File: src/rtl/syn_mod3.sv
// syn_mod3: registered modulo-3 reducer.
// Computes in % 3 for an unsigned WIDTH-bit operand and presents the 2-bit
// residue one clock after the operand is accepted. Because 4^k == 1 (mod 3),
// the residue of the operand equals the residue of the sum of its 2-bit
// digits. Stage A sums the digits in a balanced adder tree. Stage B folds
// that sum down to 2 bits and then maps 3 to 0. No division is involved.
//
// Interface: in_valid qualifies in for capture on the rising clk edge.
// There is no ready; every valid operand is accepted. out_valid is high for
// exactly one cycle per accepted operand, one clock after capture. Between
// results, out holds the last residue.
module syn_mod3 #(
  parameter int WIDTH = 32  // legal range 2..32
) (
  input  logic             clk,
  input  logic             reset,
  input  logic             in_valid,
  input  logic [WIDTH-1:0] in,
  output logic [1:0]       out,
  output logic             out_valid
);

  // Number of 2-bit digits after an odd width is zero-extended to even.
  localparam int NDIG  = (WIDTH + 1) >> 1;
  // Wide enough to hold the worst-case digit sum, 3 * NDIG.
  localparam int ACC_W = $clog2(3 * NDIG + 1);

  // Zero-extend the operand to the full 16-digit tree. Unused upper digits
  // are constant zero, so synthesis prunes their adders.
  logic [31:0] opnd;
  assign opnd = 32'(in);

  // Balanced tree levels: 16 leaves -> 8 -> 4 -> 2 -> 1.
  // No partial sum can exceed 3 * NDIG, so ACC_W bits never overflow.
  logic [15:0][ACC_W-1:0] lvl0;
  logic [7:0][ACC_W-1:0]  lvl1;
  logic [3:0][ACC_W-1:0]  lvl2;
  logic [1:0][ACC_W-1:0]  lvl3;
  logic [ACC_W-1:0]       acc;

  // Stage A, leaves: one 2-bit digit per leaf, widened to accumulator width.
  always_comb begin
    for (int i = 0; i < 16; i++) begin
      lvl0[i] = ACC_W'(opnd[2*i +: 2]);
    end
  end

  // Stage A, first adder rank: pairwise digit sums.
  always_comb begin
    for (int i = 0; i < 8; i++) begin
      lvl1[i] = lvl0[2*i] + lvl0[2*i+1];
    end
  end

  // Stage A, second adder rank.
  always_comb begin
    for (int i = 0; i < 4; i++) begin
      lvl2[i] = lvl1[2*i] + lvl1[2*i+1];
    end
  end

  // Stage A, third adder rank.
  always_comb begin
    for (int i = 0; i < 2; i++) begin
      lvl3[i] = lvl2[2*i] + lvl2[2*i+1];
    end
  end

  // Stage A, root of the tree: the total digit sum.
  assign acc = lvl3[0] + lvl3[1];

  // Stage B works on a fixed 6-bit view of the accumulator (max 48).
  logic [5:0] acc6;
  logic [3:0] fold1;    // <= 3+3+3 = 9
  logic [2:0] fold2;    // digit sums of 0..9 never exceed 4
  logic [1:0] fold3;    // digit sums of 0..4 never exceed 3
  logic [1:0] residue;

  // Stage B: repeated 2-bit digit folds, then map 3 to 0.
  always_comb begin
    acc6    = 6'(acc);
    fold1   = 4'(acc6[1:0]) + 4'(acc6[3:2]) + 4'(acc6[5:4]);
    fold2   = 3'(fold1[1:0]) + 3'(fold1[3:2]);
    fold3   = {1'b0, fold2[2]} + fold2[1:0];
    residue = (fold3 == 2'd3) ? 2'd0 : fold3;
  end

  // Output register: capture the residue for each valid operand and hold
  // it otherwise. Reset clears both outputs immediately.
  always_ff @(posedge clk or posedge reset) begin
    if (reset) begin
      out       <= 2'd0;
      out_valid <= 1'b0;
    end else begin
      out_valid <= in_valid;
      if (in_valid) begin
        out <= residue;
      end
    end
  end

endmodule

File: config.mk
export PLATFORM = sky130hd
export DESIGN_NAME = syn_mod3
export DESIGN_NICKNAME = d
export VERILOG_FILES = /design/src/rtl/syn_mod3.sv
export SDC_FILE = /design/constraint.sdc
export NUM_CORES = 1
export LEC_CHECK = 0
export ABC_AREA = 1
export ABC_CLOCK_PERIOD_IN_PS = 800
export CAP_MARGIN = 30
export CORE_ASPECT_RATIO = 0.7
export CORE_MARGIN = 4
export CORE_UTILIZATION = 46
export DETAILED_ROUTE_END_ITERATION = 8
export PLACE_DENSITY = 0.81
export SKIP_LAST_GASP = 1
export SLEW_MARGIN = 20
export SYNTH_ARGS = -nofsm -noshare
export SYNTH_HDL_FRONTEND = slang
export SYNTH_SLANG_ARGS = --single-unit
File: constraint.sdc
create_clock -name clk -period 0.8 [get_ports clk]
set_input_delay 0.16 -clock clk [delete_from_list [all_inputs] [get_ports clk]]
set_output_delay 0.16 -clock clk [all_outputs]
set_load 0.01 [all_outputs]
==> results of run 1 <==
[sequential cells by signal, summed over array words and instances, names as in the netlist]
name,count
out_valid,1
out,2
[worst paths after layout]
kind | startpoint | to | cells past startpoint
worst max-delay path | in[7] | out[1]$_DFFE_PP0P_ | 22
worst min-delay path | reset | out_valid$_DFF_PP0_ | 2
worst max register to register | out[0]$_DFFE_PP0P_ | out[0]$_DFFE_PP0P_ | 3
worst min register to register | out[1]$_DFFE_PP0P_ | out[1]$_DFFE_PP0P_ | 2
max in group asynchronous | reset | out[0]$_DFFE_PP0P_ | 2
min in group clk | out[1]$_DFFE_PP0P_ | out[1]$_DFFE_PP0P_ | 2
[critical path, cell delays in order]
cell and delay (ps):
buf_6 90, fa_1 540, inv_2 40, fa_1 550, fa_1 440, fa_1 510, fa_1 430, inv_2 80
ha_4 140, inv_4 30, fa_2 390, o21ai_2 160, a21oi_2 90, fa_1 560, inv_2 50, ha_4 160
ha_4 240, ha_4 150, fa_2 560, xor2_1 160, nand2_1 70, nand2_1 70
[cells by family after synthesis]
family / after synthesis / share of synthesized area (%)
adders and majority gates: 41 / 65.8
AOI/OAI and AO/OA: 3 / 1.35
buffers and inverters: 46 / 15.6
and+or+nand+nor: 18 / 6.54
xor gates and xnor gates: 5 / 3.95
DFF: 3 / 6.76
[layout by cell type (no fill, tap or decap)]
cell / Yosys / final
a21oi_2: 0 / 1
buf_2: 0 / 10
buf_4: 0 / 5
buf_6: 0 / 3
clkbuf_1: 0 / 1
clkbuf_2: 0 / 8
clkbuf_4: 0 / 3
clkdlybuf4s15_1: 0 / 2
clkdlybuf4s50_1: 0 / 10
dfrtp_1: 3 / 3
dlygate4sd2_1: 0 / 4
fa_1: 29 / 19
fa_2: 0 / 10
ha_1: 12 / 7
ha_4: 0 / 5
inv_1: 46 / 36
inv_2: 0 / 9
inv_4: 0 / 1
nand2_1: 14 / 14
nand3_1: 2 / 2
nand4_1: 1 / 1
nor2_1: 1 / 1
o21ai_0: 2 / 1
o21ai_2: 0 / 1
xnor2_1: 2 / 2
xor2_1: 3 / 2
xor2_2: 0 / 1
[timing repair]
action / 4_1_cts / 5_1_grt
gates resized for setup: 76 / 28
pin swaps: 26 / 25
endpoints found under the setup margin: 5 / 5
buffers inserted: 0 / 1
[per-layer routing]
layer	global-route usage [%]	routed length [um]	up-vias	share of wire [%]
met5	0	0	-	0
met4	3.04	61	0	2.6
met3	0.922	68	4	2.8
met2	31.6	1380	18	58
met1	17.5	886	428	37
li1	-	-	410	-
[per-stage QoR]
step / setup slack (ps) / std cells / hold WS (ps) / instance area [um2] / util (%)
2_1_floorplan: -4640 / 116 / -86.4 / 1160 / -
3_3_place_gp: -5210 / 189 / 334 / 1610 / 72.2
3_5_place_dp: -5310 / 189 / 332 / 1610 / 72.2
4_1_cts: -4750 / 193 / 91.3 / 1590 / 71.3
5_1_grt: -4910 / 194 / 125 / 1600 / 71.8
6_report: -4710 / 194 / 98.8 / 1600 / 71.8
[cell type report]
cell class                      count  area share (%)
Clock buffer                        4            1.64
Inverter                           46            11.0
Multi-Input combinational cell     67            60.4
Sequential cell                     3            4.70
Tap cell                           32            2.51
Timing Repair Buffer               42            19.8
==> metrics.md, run 1 <==
| Metric | Value |
|---|---|
| Run status | complete, but fails checks |
| DIE HEIGHT | 49.1 um |
| Max-slew violations | 0 |
| GR Util All Layers | 15.6% |
| Unrepaired setup endpoints after global routing | true |
| Finish-stage setup viols | 5 |
| CORE AREA | 0.00222 mm2 |
| Hold Path Class | input port to asynchronous set/reset pin |
| Drt pass-1 iters | 3 |
| Startpoint types | input port |
| Vias in the first global route | 975 |
| Initial Utilization | 49.9% |
| CP endpoint kind | flip-flop |
| Flop2flop setup slack | 80 ps |
| Dominant cell by count in the synthesized netlist | inv_1 |
| Fin crit share | 689% |
| Wirelength, routed | approximately 2400 um |
| Max_cap viols | 0 |
| Number of nets in the layout | 239 |
| Top-area cell type share of the netlist area | 52.3% |
| Syn Nets | 192 |
| Root Buffer Master | clkbuf_4 |
| RePlAce Congestion | roughly 0.75 |
| TritonCTS clock tree | yes |
| Clk buf depth | 2 |
| Minimum clock period | between 5000 and 6000 ps |
| Buffers on Ports | 37 |
| HPWL Detailed | 2120 um |
| Ys Warns | 0 |
| Area growth from synthesis to layout | 44.0% |
| Synth cell count leaders | 46 x inv_1, 29 x fa_1, 14 x nand2_1 |
| Ratio of cells with drive above 1 in the final layout | 35.2% |
| Critical Path Fanout Max | 2 |
| # hold bufs at CTS | 0 |
| Clock Sinks | 3 |
| Initial DRC Count | 7 |
| Fillers | 184 |
| DR WL/cell | 12.3 um |
| Clock Latency Late Sink | 230 ps |
| Post-synth EDFFs | 0 |
| First-pass GRT wire length | 3920 um |
| Initial antenna violation count | 0 |
| Area occupied by registers | 75.1 um2 |
| Reg clk slew, reported paths | 40 ps |
| TNS Setup | -9660 ps |
| Synth area leader | fa_1 |
| Ys async rst share | 100% |
| Post-DRT Antenna Nets | 0 |
| DRC Markers | 0 |
| Critical Path RT | 970 ps |
| Tightest Pin Transition | 241 ps |
| H-tree levels | 1 |
| Sequential-to-total area share from yosys stat | 6.76% |
| Ports | 38 |
| Mapped Cells | approximately 120 |
| Num CTS Buffers | 3 |
| Area contributors post-synth | fa_1 52%, inv_1 16%, ha_1 14% |
| Highest Clock Rate | ~180 MHz |
| Overflow after GRT | 0 |
| Worst slew margin | a little over four fifths |
| Footprint of the multi-input gates | around 960 um2 |
| Final worst slack | -4710 ps |
| Vias | 860 |
| Clk_skew | 0 ps |
| Vias per inst | 4.43 |
| Final Hold Vio Count | 0 |
| Largest net degree at the start of global routing | 5 |
| Critical path class | input port to flip-flop |
| Rows | 14 |
| Inserted Diodes | 0 |
| Die width | 66.7 um |
| Synth cell types | 12 |
| Post-synth top flop | dfrtp_1 |
| Critical Path AT | ~5700 ps |
| Violated checks | negative setup slack |
| Yosys reg bits | 3 |
| Average size of a mapped cell | 9.57 um2 |
| DIE AREA | 0.00327 mm2 |
| Mapped Area | 0.00111 mm2 |
Power of run 1 is left out: the tool's default activity adds up to more than one toggle a clock period on the data nets, which glitch-free logic cannot reach.
==> inputs of run 2 (changes only) <==
--- a/config.mk
+++ b/config.mk
@@ -9,9 +9,10 @@
 export ABC_CLOCK_PERIOD_IN_PS = 800
 export CAP_MARGIN = 30
 export CORE_ASPECT_RATIO = 0.7
-export CORE_MARGIN = 4
+export CORE_MARGIN = 2
 export CORE_UTILIZATION = 46
 export DETAILED_ROUTE_END_ITERATION = 8
+export GPL_TIMING_DRIVEN = 0
 export PLACE_DENSITY = 0.81
 export SKIP_LAST_GASP = 1
 export SLEW_MARGIN = 20
==> run 2 against run 1 <==
  * The flow still finishes with violations (negative setup slack)
  * Core utilization rose by 1.2 points
  * Flip-flop and latch count did not move
  * First-iteration DRC count rose by 29%
  * Sequential share of layout area barely moved
  * Via count fell by 3.4%
  * Critical path type unchanged
==> metrics.md, run 2 (synthesized netlist as in run 1, its figures left out) <==
| Metric | Value |
|---|---|
| Ratio of cells with drive above 1 in the final layout | 28.9% (-6.3 points) |
| Top reg by flops | out |
| Hold Path Class | input port to asynchronous set/reset pin |
| DIE AREA | 0.00283 mm2 (-14%) |
| Vias per inst | 4.35 (-1.9%) |
| Buffers on Ports | 37 (unchanged) |
| TritonCTS clock tree | yes |
| Most frequent cells in the layout | 35 x inv_1, 19 x fa_1, 13 x nand2_1 |
| DRC Markers | 0 (unchanged) |
| Clock Latency Late Sink | 220 ps (about the same) |
| DIE HEIGHT | 45.1 um (-8.1%) |
| # placed instances | 185 (-2.1%) |
| Violated checks | negative setup slack |
| Drt pass-1 iters | 4 (+1) |
| Tightest Pin Transition | 243 ps (+1.66 ps) |
| Worst slew margin | 83.6% (-0.11 points) |
| Reg clk slew, reported paths | 40 ps (about the same) |
| Unrepaired setup endpoints after global routing | true |
| Number of nets in the layout | 236 (-1.3%) |
| Post-DRT Antenna Nets | 0 (unchanged) |
| Critical path class | input port to flip-flop |
| Ports | 38 (unchanged) |
| Vias in the first global route | 994 (+1.9%) |
| Final worst slack | -4640 ps (+64.6 ps) |
| Initial DRC Count | 9 (+2) |
| Minimum clock period | 5440 ps (-64.6 ps) |
| Rows | 14 (unchanged) |
| Largest net degree at the start of global routing | 5 (unchanged) |
| Root Buffer Master | clkbuf_4 |
| Finished Layout Cells | 191 (-1.5%) |
| Crit. Startpoint | in[7] |
| Fin crit share | 681% (-8.1 points) |
| Highest Clock Rate | 184 MHz (+1.2%) |
| Area growth from synthesis to layout | 45.2% |
| R2r startpoint | out[1]$_DFFE_PP0P_ |
| Clk buf depth | 2 (unchanged) |
| Finish-stage setup viols | 5 (unchanged) |
| Max reg flops | 2 (unchanged) |
| HPWL Detailed | 2070 um (-2.3%) |
| Wirelength, routed | 2220 um (-7.1%) |
| Num CTS Buffers | 3 (unchanged) |
| Run status | complete, but fails checks |
| First-pass GRT wire length | 4030 um (+2.8%) |
| Commonest non-fill, non-tap cell in the layout | inv_1 |
| Vias | 831 (-3.4%) |
| Die width | 62.7 um (-6.0%) |
| Critical Path RT | 910 ps (-60 ps) |
| Critical Path Fanout Max | 2 (unchanged) |
| Clock Sinks | 3 (unchanged) |
| Max-slew violations | 0 (unchanged) |
| Clk_skew | 0 ps (unchanged) |
| Initial Utilization | 50.3% (+0.40 points) |
| Largest regs | out: 2 flops, out_valid: 1 flops |
| Critical Path AT | 5560 ps (-110 ps) |
| GR Util All Layers | 18.8% (+3.1 points) |
| Hold WS | 96.9 ps (-1.90 ps) |
| Max_cap viols | 0 (unchanged) |
| Startpoint types | input port |
| Initial antenna violation count | 0 (unchanged) |
| CP endpoint kind | flip-flop |
| Inserted Diodes | 0 (unchanged) |
| DR WL/cell | 11.6 um (-5.6%) |
| RePlAce Congestion | 0.748 (+0.24%) |
| Overflow after GRT | 0 (unchanged) |
| CORE AREA | 0.00221 mm2 (-0.79%) |
| Final Hold Vio Count | 0 (unchanged) |
| H-tree levels | 1 (unchanged) |
| Fillers | 180 (-2.2%) |
[run 2: cell types whose count changed in the layout (fill, tap and decap cells not counted), sizes merged]
cell	delta
clkdlybuf4s15	+4
buf	-6
dlygate4sd2	+6
clkbuf	-7
[run 2: area by class of cell]
cell class              instances  area (um2)  area share, %
multi-input cells              67         967           60.0
repair buffers                 39         330           20.5
inverters                      46         173           10.7
flip-flops and latches          3        75.1           4.66
well taps                      32        40.0           2.48
clock buffers                   4        26.3           1.63
[run 2: through the flow]
stage          setup TNS [ps]  area, um2  util [%]  setup WS (ps)
2_1_floorplan           -9280       1160         -          -4640
3_3_place_gp           -11060       1580      71.4          -5230
3_5_place_dp           -11310       1580      71.4          -5330
4_1_cts                 -9720       1590      72.2          -4740
5_1_grt                -10010       1610      73.0          -4840
6_report                -9520       1610      73.0          -4640
[run 2: path summary, 6_finish.rpt]
kind	endpoint	slack, ps	cells past startpoint
setup / recovery	out[0]$_DFFE_PP0P_	-4640	23
hold / removal	out_valid$_DFF_PP0_	100	2
setup reg to reg	out[1]$_DFFE_PP0P_	200	2
hold reg to reg	out[0]$_DFFE_PP0P_	460	2
max in group asynchronous	out[0]$_DFFE_PP0P_	580	2
min in group clk	out[0]$_DFFE_PP0P_	460	2
[run 2: worst max-delay path, stage by stage]
cell and delay [ps]:
buf_6 90, fa_1 550, inv_2 40, fa_1 550, fa_1 460, fa_1 530
fa_1 430, inv_2 80, ha_4 140, inv_2 40, fa_2 390, xor2_2 170
fa_1 550, inv_2 50, ha_4 150, ha_4 210, ha_4 150, fa_2 370
ha_4 250, nand2_2 60, inv_2 30, nand2_1 50, nand2_1 50
[run 2: timing repair]
| action | in CTS | in global routing |
|---|---|---|
| hold buffers | 0 | 0 |
| buffers inserted | 1 | 1 |
| gates resized for setup | 80 | 9 |
| endpoints found under the hold margin | 0 | 0 |
| setup endpoints to repair | 5 | 5 |
| cloned | 0 | 0 |
| pin swaps | 25 | 17 |
[run 2: routing by layer]
metal	GRT usage, %	vias up	wire length [um]
li1	-	405	-
met1	21.2	407	858
met2	40.4	17	1280
met3	0.998	2	68
met4	4.00	0	14
met5	0	-	0
Power of run 2 is left out for the same reason.
